### config.mk
export PLATFORM = sky130hd
export DESIGN_NAME = branchunit_flat
export DESIGN_NICKNAME = d
export VERILOG_FILES = /design/src/rtl/branchunit_pkg.sv /design/src/rtl/branchunit_if.sv /design/src/rtl/branchunit_condeval.sv /design/src/rtl/branchunit.sv /design/src/flat_wrapper.sv
export SDC_FILE = /design/constraint.sdc
export NUM_CORES = 1
export LEC_CHECK = 0
export CORE_ASPECT_RATIO = 1.75
export CORE_MARGIN = 3
export CORE_UTILIZATION = 44
export CTS_BUF_LIST = sky130_fd_sc_hd__clkbuf_4 sky130_fd_sc_hd__clkbuf_8
export DETAILED_ROUTE_END_ITERATION = 6
export GPL_TIMING_DRIVEN = 0
export PLACE_DENSITY = 0.79
export RECOVER_POWER = 50
export SYNTH_ARGS = -nofsm -noshare
export SYNTH_HDL_FRONTEND = slang
export SYNTH_SLANG_ARGS = --single-unit
export TNS_END_PERCENT = 30
### constraint.sdc
create_clock -name clk -period 3.11 [get_ports clk]
set_input_delay 0.622 -clock clk [delete_from_list [all_inputs] [get_ports clk]]
set_output_delay 0.622 -clock clk [all_outputs]
set_load 0.03 [all_outputs]
### src/rtl/branchunit_pkg.sv
// Shared types for the branch unit: condition codes, the NZCV flag record
// and the flag-merge helper used on every accepted instruction.
package branchunit_pkg;

    typedef enum logic [3:0] {
        COND_AL  = 4'd0,
        COND_NV  = 4'd1,
        COND_EQ  = 4'd2,
        COND_NE  = 4'd3,
        COND_CS  = 4'd4,
        COND_CC  = 4'd5,
        COND_MI  = 4'd6,
        COND_PL  = 4'd7,
        COND_GE  = 4'd8,
        COND_LT  = 4'd9,
        COND_GT  = 4'd10,
        COND_LE  = 4'd11,
        COND_HI  = 4'd12,
        COND_LS  = 4'd13,
        COND_JSR = 4'd14,
        COND_RET = 4'd15
    } cond_t;

    typedef struct packed {
        logic n;
        logic z;
        logic c;
        logic v;
    } flags_t;

    // N,Z and C,V pairs update independently of each other.
    function automatic flags_t flags_merge(input flags_t old_f, input logic nzen,
                                           input logic cven, input flags_t alu_f);
        flags_t res;
        res = old_f;
        if (nzen) begin
            res.n = alu_f.n;
            res.z = alu_f.z;
        end else begin
            res.n = old_f.n;
            res.z = old_f.z;
        end
        if (cven) begin
            res.c = alu_f.c;
            res.v = alu_f.v;
        end else begin
            res.c = old_f.c;
            res.v = old_f.v;
        end
        return res;
    endfunction

endpackage

### src/rtl/branchunit_if.sv
// Execute-stage bundle between decode/ALU (master) and the branch unit (slave).
interface branchunit_if
    import branchunit_pkg::*;
#(
    parameter int unsigned REG_WIDTH = 16
) ();
    logic                 ins_valid;
    logic                 stall;
    logic                 nzen;
    logic                 cven;
    logic                 jmp;
    cond_t                jmpcond;
    logic [REG_WIDTH-1:0] joffset;
    logic                 alu_n;
    logic                 alu_z;
    logic                 alu_c;
    logic                 alu_v;
    logic [REG_WIDTH-1:0] pc;
    flags_t               flags;
    logic                 taken;
    logic                 flush;

    modport master (
        output ins_valid, stall, nzen, cven, jmp, jmpcond, joffset,
               alu_n, alu_z, alu_c, alu_v,
        input  pc, flags, taken, flush
    );

    modport slave (
        input  ins_valid, stall, nzen, cven, jmp, jmpcond, joffset,
               alu_n, alu_z, alu_c, alu_v,
        output pc, flags, taken, flush
    );
endinterface

### src/rtl/branchunit_condeval.sv
// Pure combinational condition evaluator: flags + condition code -> holds.
// Link codes (JSR/RET) never hold here; the branch unit decides those.
module branchunit_condeval
    import branchunit_pkg::*;
(
    input  flags_t flags_i,
    input  cond_t  cond_i,
    output logic   hold_o
);

    // Decode the condition code against the supplied flags.
    always_comb begin
        hold_o = 1'b0;
        case (cond_i)
            COND_AL:  hold_o = 1'b1;
            COND_NV:  hold_o = 1'b0;
            COND_EQ:  hold_o = flags_i.z;
            COND_NE:  hold_o = !flags_i.z;
            COND_CS:  hold_o = flags_i.c;
            COND_CC:  hold_o = !flags_i.c;
            COND_MI:  hold_o = flags_i.n;
            COND_PL:  hold_o = !flags_i.n;
            COND_GE:  hold_o = (flags_i.n == flags_i.v);
            COND_LT:  hold_o = (flags_i.n != flags_i.v);
            COND_GT:  hold_o = !flags_i.z && (flags_i.n == flags_i.v);
            COND_LE:  hold_o = flags_i.z || (flags_i.n != flags_i.v);
            COND_HI:  hold_o = flags_i.c && !flags_i.z;
            COND_LS:  hold_o = !flags_i.c || flags_i.z;
            default:  hold_o = 1'b0;
        endcase
    end

endmodule

### src/rtl/branchunit.sv
// Branch unit: owns PC, NZCV flags and the flush pulse for taken jumps.
// Define BRANCHUNIT_LINK_EN to add the link register and JSR/RET codes.
module branchunit
    import branchunit_pkg::*;
#(
    parameter int unsigned          REG_WIDTH = 16,
    parameter logic [REG_WIDTH-1:0] RESET_PC  = {REG_WIDTH{1'b0}}
) (
    input  logic       clk,
    input  logic       rst,
    branchunit_if.slave bus
);

    logic [REG_WIDTH-1:0] pc_q;
    logic [REG_WIDTH-1:0] pc_d;
    flags_t               flags_q;
    flags_t               flags_d;
    logic                 flush_q;
    logic                 flush_d;
    logic                 accept_s;
    logic                 eval_s;
    logic                 cond_hit_s;
    logic                 taken_s;
    flags_t               alu_flags_s;

    assign accept_s    = bus.ins_valid && !bus.stall;
    assign alu_flags_s = '{n: bus.alu_n, z: bus.alu_z, c: bus.alu_c, v: bus.alu_v};

    // Conditions always look at the registered flags, never the ALU inputs.
    branchunit_condeval u_condeval (
        .flags_i (flags_q),
        .cond_i  (bus.jmpcond),
        .hold_o  (eval_s)
    );

`ifdef BRANCHUNIT_LINK_EN
    logic [REG_WIDTH-1:0] link_q;
    logic [REG_WIDTH-1:0] link_d;

    assign cond_hit_s = (bus.jmpcond == COND_JSR) || (bus.jmpcond == COND_RET) || eval_s;

    // Capture the return address on an accepted JSR.
    always_comb begin
        link_d = link_q;
        if (taken_s && (bus.jmpcond == COND_JSR)) begin
            link_d = pc_q + REG_WIDTH'(1);
        end else begin
            link_d = link_q;
        end
    end

    // Link register state.
    always_ff @(posedge clk or posedge rst) begin
        if (rst) begin
            link_q <= {REG_WIDTH{1'b0}};
        end else begin
            link_q <= link_d;
        end
    end
`else
    assign cond_hit_s = eval_s;
`endif

    assign taken_s = !rst && accept_s && bus.jmp && cond_hit_s;

    // Next PC/flags; sums wrap modulo 2^REG_WIDTH by truncation.
    always_comb begin
        pc_d    = pc_q;
        flags_d = flags_q;
        flush_d = taken_s;
        if (accept_s) begin
            flags_d = flags_merge(flags_q, bus.nzen, bus.cven, alu_flags_s);
            if (taken_s) begin
`ifdef BRANCHUNIT_LINK_EN
                if (bus.jmpcond == COND_RET) begin
                    pc_d = link_q;
                end else begin
                    pc_d = pc_q + bus.joffset;
                end
`else
                pc_d = pc_q + bus.joffset;
`endif
            end else begin
                pc_d = pc_q + REG_WIDTH'(1);
            end
        end else begin
            pc_d    = pc_q;
            flags_d = flags_q;
        end
    end

    // Architectural PC, flags and flush registers.
    always_ff @(posedge clk or posedge rst) begin
        if (rst) begin
            pc_q    <= RESET_PC;
            flags_q <= '{n: 1'b0, z: 1'b0, c: 1'b0, v: 1'b0};
            flush_q <= 1'b0;
        end else begin
            pc_q    <= pc_d;
            flags_q <= flags_d;
            flush_q <= flush_d;
        end
    end

    assign bus.pc    = pc_q;
    assign bus.flags = flags_q;
    assign bus.flush = flush_q;
    assign bus.taken = taken_s;

endmodule

### src/flat_wrapper.sv
// flat-port wrapper written by rule: the top's interface ports become plain ports
module branchunit_flat import branchunit_pkg::*;
#(
    parameter int unsigned          REG_WIDTH = 16,
    parameter logic [REG_WIDTH-1:0] RESET_PC  = {REG_WIDTH{1'b0}}
)
  (clk, rst, bus_ins_valid, bus_stall, bus_nzen, bus_cven, bus_jmp, bus_jmpcond, bus_joffset, bus_alu_n, bus_alu_z, bus_alu_c, bus_alu_v, bus_pc, bus_flags, bus_taken, bus_flush);
  branchunit_if #(.REG_WIDTH(REG_WIDTH)) bus_i ();
  input  logic clk;
  input  logic rst;
  input wire logic [$bits(bus_i.ins_valid)-1:0] bus_ins_valid;
  input wire logic [$bits(bus_i.stall)-1:0] bus_stall;
  input wire logic [$bits(bus_i.nzen)-1:0] bus_nzen;
  input wire logic [$bits(bus_i.cven)-1:0] bus_cven;
  input wire logic [$bits(bus_i.jmp)-1:0] bus_jmp;
  input wire logic [$bits(bus_i.jmpcond)-1:0] bus_jmpcond;
  input wire logic [$bits(bus_i.joffset)-1:0] bus_joffset;
  input wire logic [$bits(bus_i.alu_n)-1:0] bus_alu_n;
  input wire logic [$bits(bus_i.alu_z)-1:0] bus_alu_z;
  input wire logic [$bits(bus_i.alu_c)-1:0] bus_alu_c;
  input wire logic [$bits(bus_i.alu_v)-1:0] bus_alu_v;
  output wire logic [$bits(bus_i.pc)-1:0] bus_pc;
  output wire logic [$bits(bus_i.flags)-1:0] bus_flags;
  output wire logic [$bits(bus_i.taken)-1:0] bus_taken;
  output wire logic [$bits(bus_i.flush)-1:0] bus_flush;
  assign bus_i.ins_valid = bus_ins_valid;
  assign bus_i.stall = bus_stall;
  assign bus_i.nzen = bus_nzen;
  assign bus_i.cven = bus_cven;
  assign bus_i.jmp = bus_jmp;
  assign bus_i.jmpcond = bus_jmpcond;
  assign bus_i.joffset = bus_joffset;
  assign bus_i.alu_n = bus_alu_n;
  assign bus_i.alu_z = bus_alu_z;
  assign bus_i.alu_c = bus_alu_c;
  assign bus_i.alu_v = bus_alu_v;
  assign bus_pc = bus_i.pc;
  assign bus_flags = bus_i.flags;
  assign bus_taken = bus_i.taken;
  assign bus_flush = bus_i.flush;
  branchunit #(.REG_WIDTH(REG_WIDTH), .RESET_PC(RESET_PC)) u_core (.clk(clk), .rst(rst), .bus(bus_i));
endmodule
==> flow_summary.yaml <==
finish:
  regArea_um2: 528
  final_common_cell: "clkdlybuf4s50_1"
  layout-drive-gt1-share_pct: 25.9
  multi_input_area_um2: 1310
  layout_common_cells: "clkdlybuf4s50_1 (43), nand2_1 (28), buf_4 (20)"
  syn_to_final_growth_pct: 58.5
  num_antenna_cells: 0
  nets: 330
  fillerInstances: 266
critical_path:
  crit_arrival_ns: 3.65
  reg2reg_slack_ns: -0.41
  r2r_cells: 16
  cp_num_cells: 16
  cp.buffers_inverters: 4
  crit_top_cell: "buf_4"
  r2r_end: "u_core.bus.pc[12]"
  crit_end: "u_core.bus.pc[12]"
  crit_chain: "xnor2_2 -> a21boi_4 -> o31a_1 -> a2111oi_4 -> buf_4 -> buf_6 -> buf_4 -> and2_1 -> ha_1 -> a21o_1 -> a21oi_2 -> inv_1 -> or3_1 -> o21ai_1 -> xnor2_1 -> o21ai_0"
  rr_startpoint: "u_core.bus.flags[3]"
  worstPathRequired_ns: 3.24
  criticalPathCategory: "reg2reg"
  critPathLaunch: "u_core.bus.flags[3]"
  cp-end-kind: "flip-flop"
  start_kind: "flip-flop"
  crit_slowest_cell: "dfrtp_2"
  cpLargestDelayFamily: "compound AO/OA/AOI/OAI gates"
  cp_slowest_stage_delay_ns: 0.45
  path_max_fanout: 6
logic_synthesis:
  syn_inst: 202
  synth_area_leader_cell: "dfrtp_1"
  yosysWarnings: 0
  ys_types: 38
  synthAdderAreaFrac_pct: 12.2
  synth_top_cell_area_share_pct: 30.8
  synth_top_family_by_area: "compound AO/OA/AOI/OAI gates"
  yosysSeqAreaShare_pct: 30.8
  synth_compound_gate_area_share_pct: 24.3
  synth.avg_cell_area_um2: 8.44
  synth_edf_count: 0
  yosys-top-cells-area: "dfrtp_1 (31%), ha_1 (11%), nand2_1 (6.4%)"
  yosys_register_bits: 21
  syn-cell-area_um2: 1710
  async_reset_ff_share_pct: 100
  synth_mux_area_share_pct: 4.48
  synth-simple-area-share_pct: 19.6
  ys.flop_type: "dfrtp_1"
  synth_xor_area_share_pct: 4.62
  synth_nets: 249
cts:
  clockRootBuffer: "clkbuf_8"
  cts.clk_slew.worst_paths_ns: 0.08
  cts_inserted_buffers: 3
  cts.sinks: 21
  htree_levels: 1
  tritoncts: "done"
  cts_max_path_buffers: 2
  clock_latency_ns: 0.27
  holdBufCountCts: 0
status:
  status: "finished, violations left"
  violations: "setup timing"
die:
  io_pins: 53
  initial_core_util_pct: 46.5
  core.rowCount: 29
  die_width_um: 53.1
  dieArea_um2: 4690
  fp.coreArea_um2: 3660
  die_y_um: 88.4
power:
  finalPower_mw: 1.47
  peakVddDrop_mv: 0.515
  power_density_nw_per_um2: 542
  p_leak_nw: 1.20
global_routing:
  grt_pass1_wl_um: 8140
  overflow: 0
  grt_max_degree: 13
  antenna_found_initial: 0
  track_usage_pct: 23.3
  first_global_vias: 1770
timing:
  finalWorstSetupSlack_ns: -0.411
  clock_skew_ns: 0.00110
  clock.fmax_ghz: 0.284
  maxSlewViolCount: 0
  min_period_over_period_pct: 113
  max_slew_margin_pct: 59.8
  setup_viol: 11
  rsz0062_at_grt: "yes"
  worstMarginPinSlew_ns: 0.604
  whs_ns: 0.476
  layout_min_cycle_time_ns: 3.52
  final_hold_viol_count: 0
route:
  dr_total_vias: 1813
  antenna_left: 0
  drcViolationCount: 0
  wl_per_cell_um: 15.9
  drt_first_pass_iters: 4
  vias_per_cell: 5.53
  routed_wl_um: 5230
  dr.first_iter.drc_count: 70
placement:
  gp_congestion: 0.861
  dp_slack_ns: -1.28
  port_buffers: 52
  place_hpwl_um: 3390
hold_path:
  hold_class: "reg2reg"
run:
  cap_violations: 0
cell type report:
cell class / instances / share of cell area [%]
multi-input cells: 163 / 48.4
repair buffers: 75 / 24.9
flip-flops and latches: 21 / 19.5
well taps: 46 / 2.13
inverters: 12 / 1.71
clock buffers: 3 / 1.53
plain buffers: 6 / 1.48
clock inverters: 1 / 0.185
repair inverters: 1 / 0.185
worst min path at each step:
stage / end / cells after the start / from / slack (ns)
after detailed placement: u_core.bus.pc[15] / 1 / u_core.bus.pc[15] / 0.46
after global placement: u_core.bus.pc[15] / 1 / u_core.bus.pc[15] / 0.46
after floorplan: u_core.bus.flags[0] / 1 / rst / 0.49
after global routing: u_core.bus.pc[15] / 1 / u_core.bus.pc[15] / 0.51
final: u_core.bus.pc[15] / 1 / u_core.bus.pc[15] / 0.48
after CTS: u_core.bus.pc[15] / 1 / u_core.bus.pc[15] / 0.47
cell families after synthesis:
group           count (synthesis)
buf+inv                        18
simple gates                   69
compound gates                 62
fa+ha+maj                      16
xor+xnor                        9
mux                             7
flops                          21
worst reg2reg max path: stages (launching register included):
cell and delay (ns):
dfrtp_2 0.45, xnor2_2 0.21, a21boi_4 0.08, o31a_1 0.27
a2111oi_4 0.37, buf_4 0.21, buf_6 0.12, buf_4 0.11
and2_1 0.13, ha_1 0.26, a21o_1 0.20, a21oi_2 0.15
inv_1 0.07, or3_1 0.30, o21ai_1 0.17, xnor2_1 0.15
o21ai_0 0.11
metal layers:
| metal | vias up | part of all wire (%) | wire (um) | track usage, % |
|---|---|---|---|---|
| met3 | 11 | 4.2 | 218 | 1.35 |
| met1 | 860 | 37 | 1950 | 25.9 |
| met2 | 57 | 57 | 2960 | 45.2 |
| met4 | 0 | 1.9 | 99 | 7.21 |
| li1 | 885 | - | - | - |
| met5 | - | 0 | 0 | 0 |
flip-flops by register name, indices dropped and copies added (netlist names):
register	cells
u_core.bus.pc	16
u_core.bus.flush	1
u_core.bus.flags	4
power by group:
group | internal (mW) | leakage, nW | switching [mW]
clock | 0.0898 | 0.0255 | 0.102
sequential | 0.355 | 0.268 | 0.0895
combinational | 0.388 | 0.905 | 0.442
total | 0.833 | 1.20 | 0.634
through the flow:
step	util [%]	cells	setup TNS, ns	instance area (um2)
2_1_floorplan	-	202	-1.04	1780
3_3_place_gp	64.3	300	-14.50	2360
3_5_place_dp	64.3	300	-15.06	2360
4_1_cts	71.8	322	-0.884	2630
5_1_grt	73.8	328	-4.64	2700
6_report	73.8	328	-2.79	2700
what timing repair did:
action                                  in CTS  in global routing
endpoints found under the setup margin      16                 11
resized for setup                           46                  9
setup buffers                               17                  6
pin swaps                                   26                 13
gates cloned                                 2                  0
cells in the mapped netlist (8+ instances only):
| master | number |
|---|---|
| o21ai_0 | 19 |
| nand2_1 | 29 |
| dfrtp_1 | 21 |
| ha_1 | 15 |
| nor2_1 | 8 |
| a21oi_1 | 12 |
| and2_1 | 13 |
| inv_1 | 12 |
(Power assumes the default switching activity.)
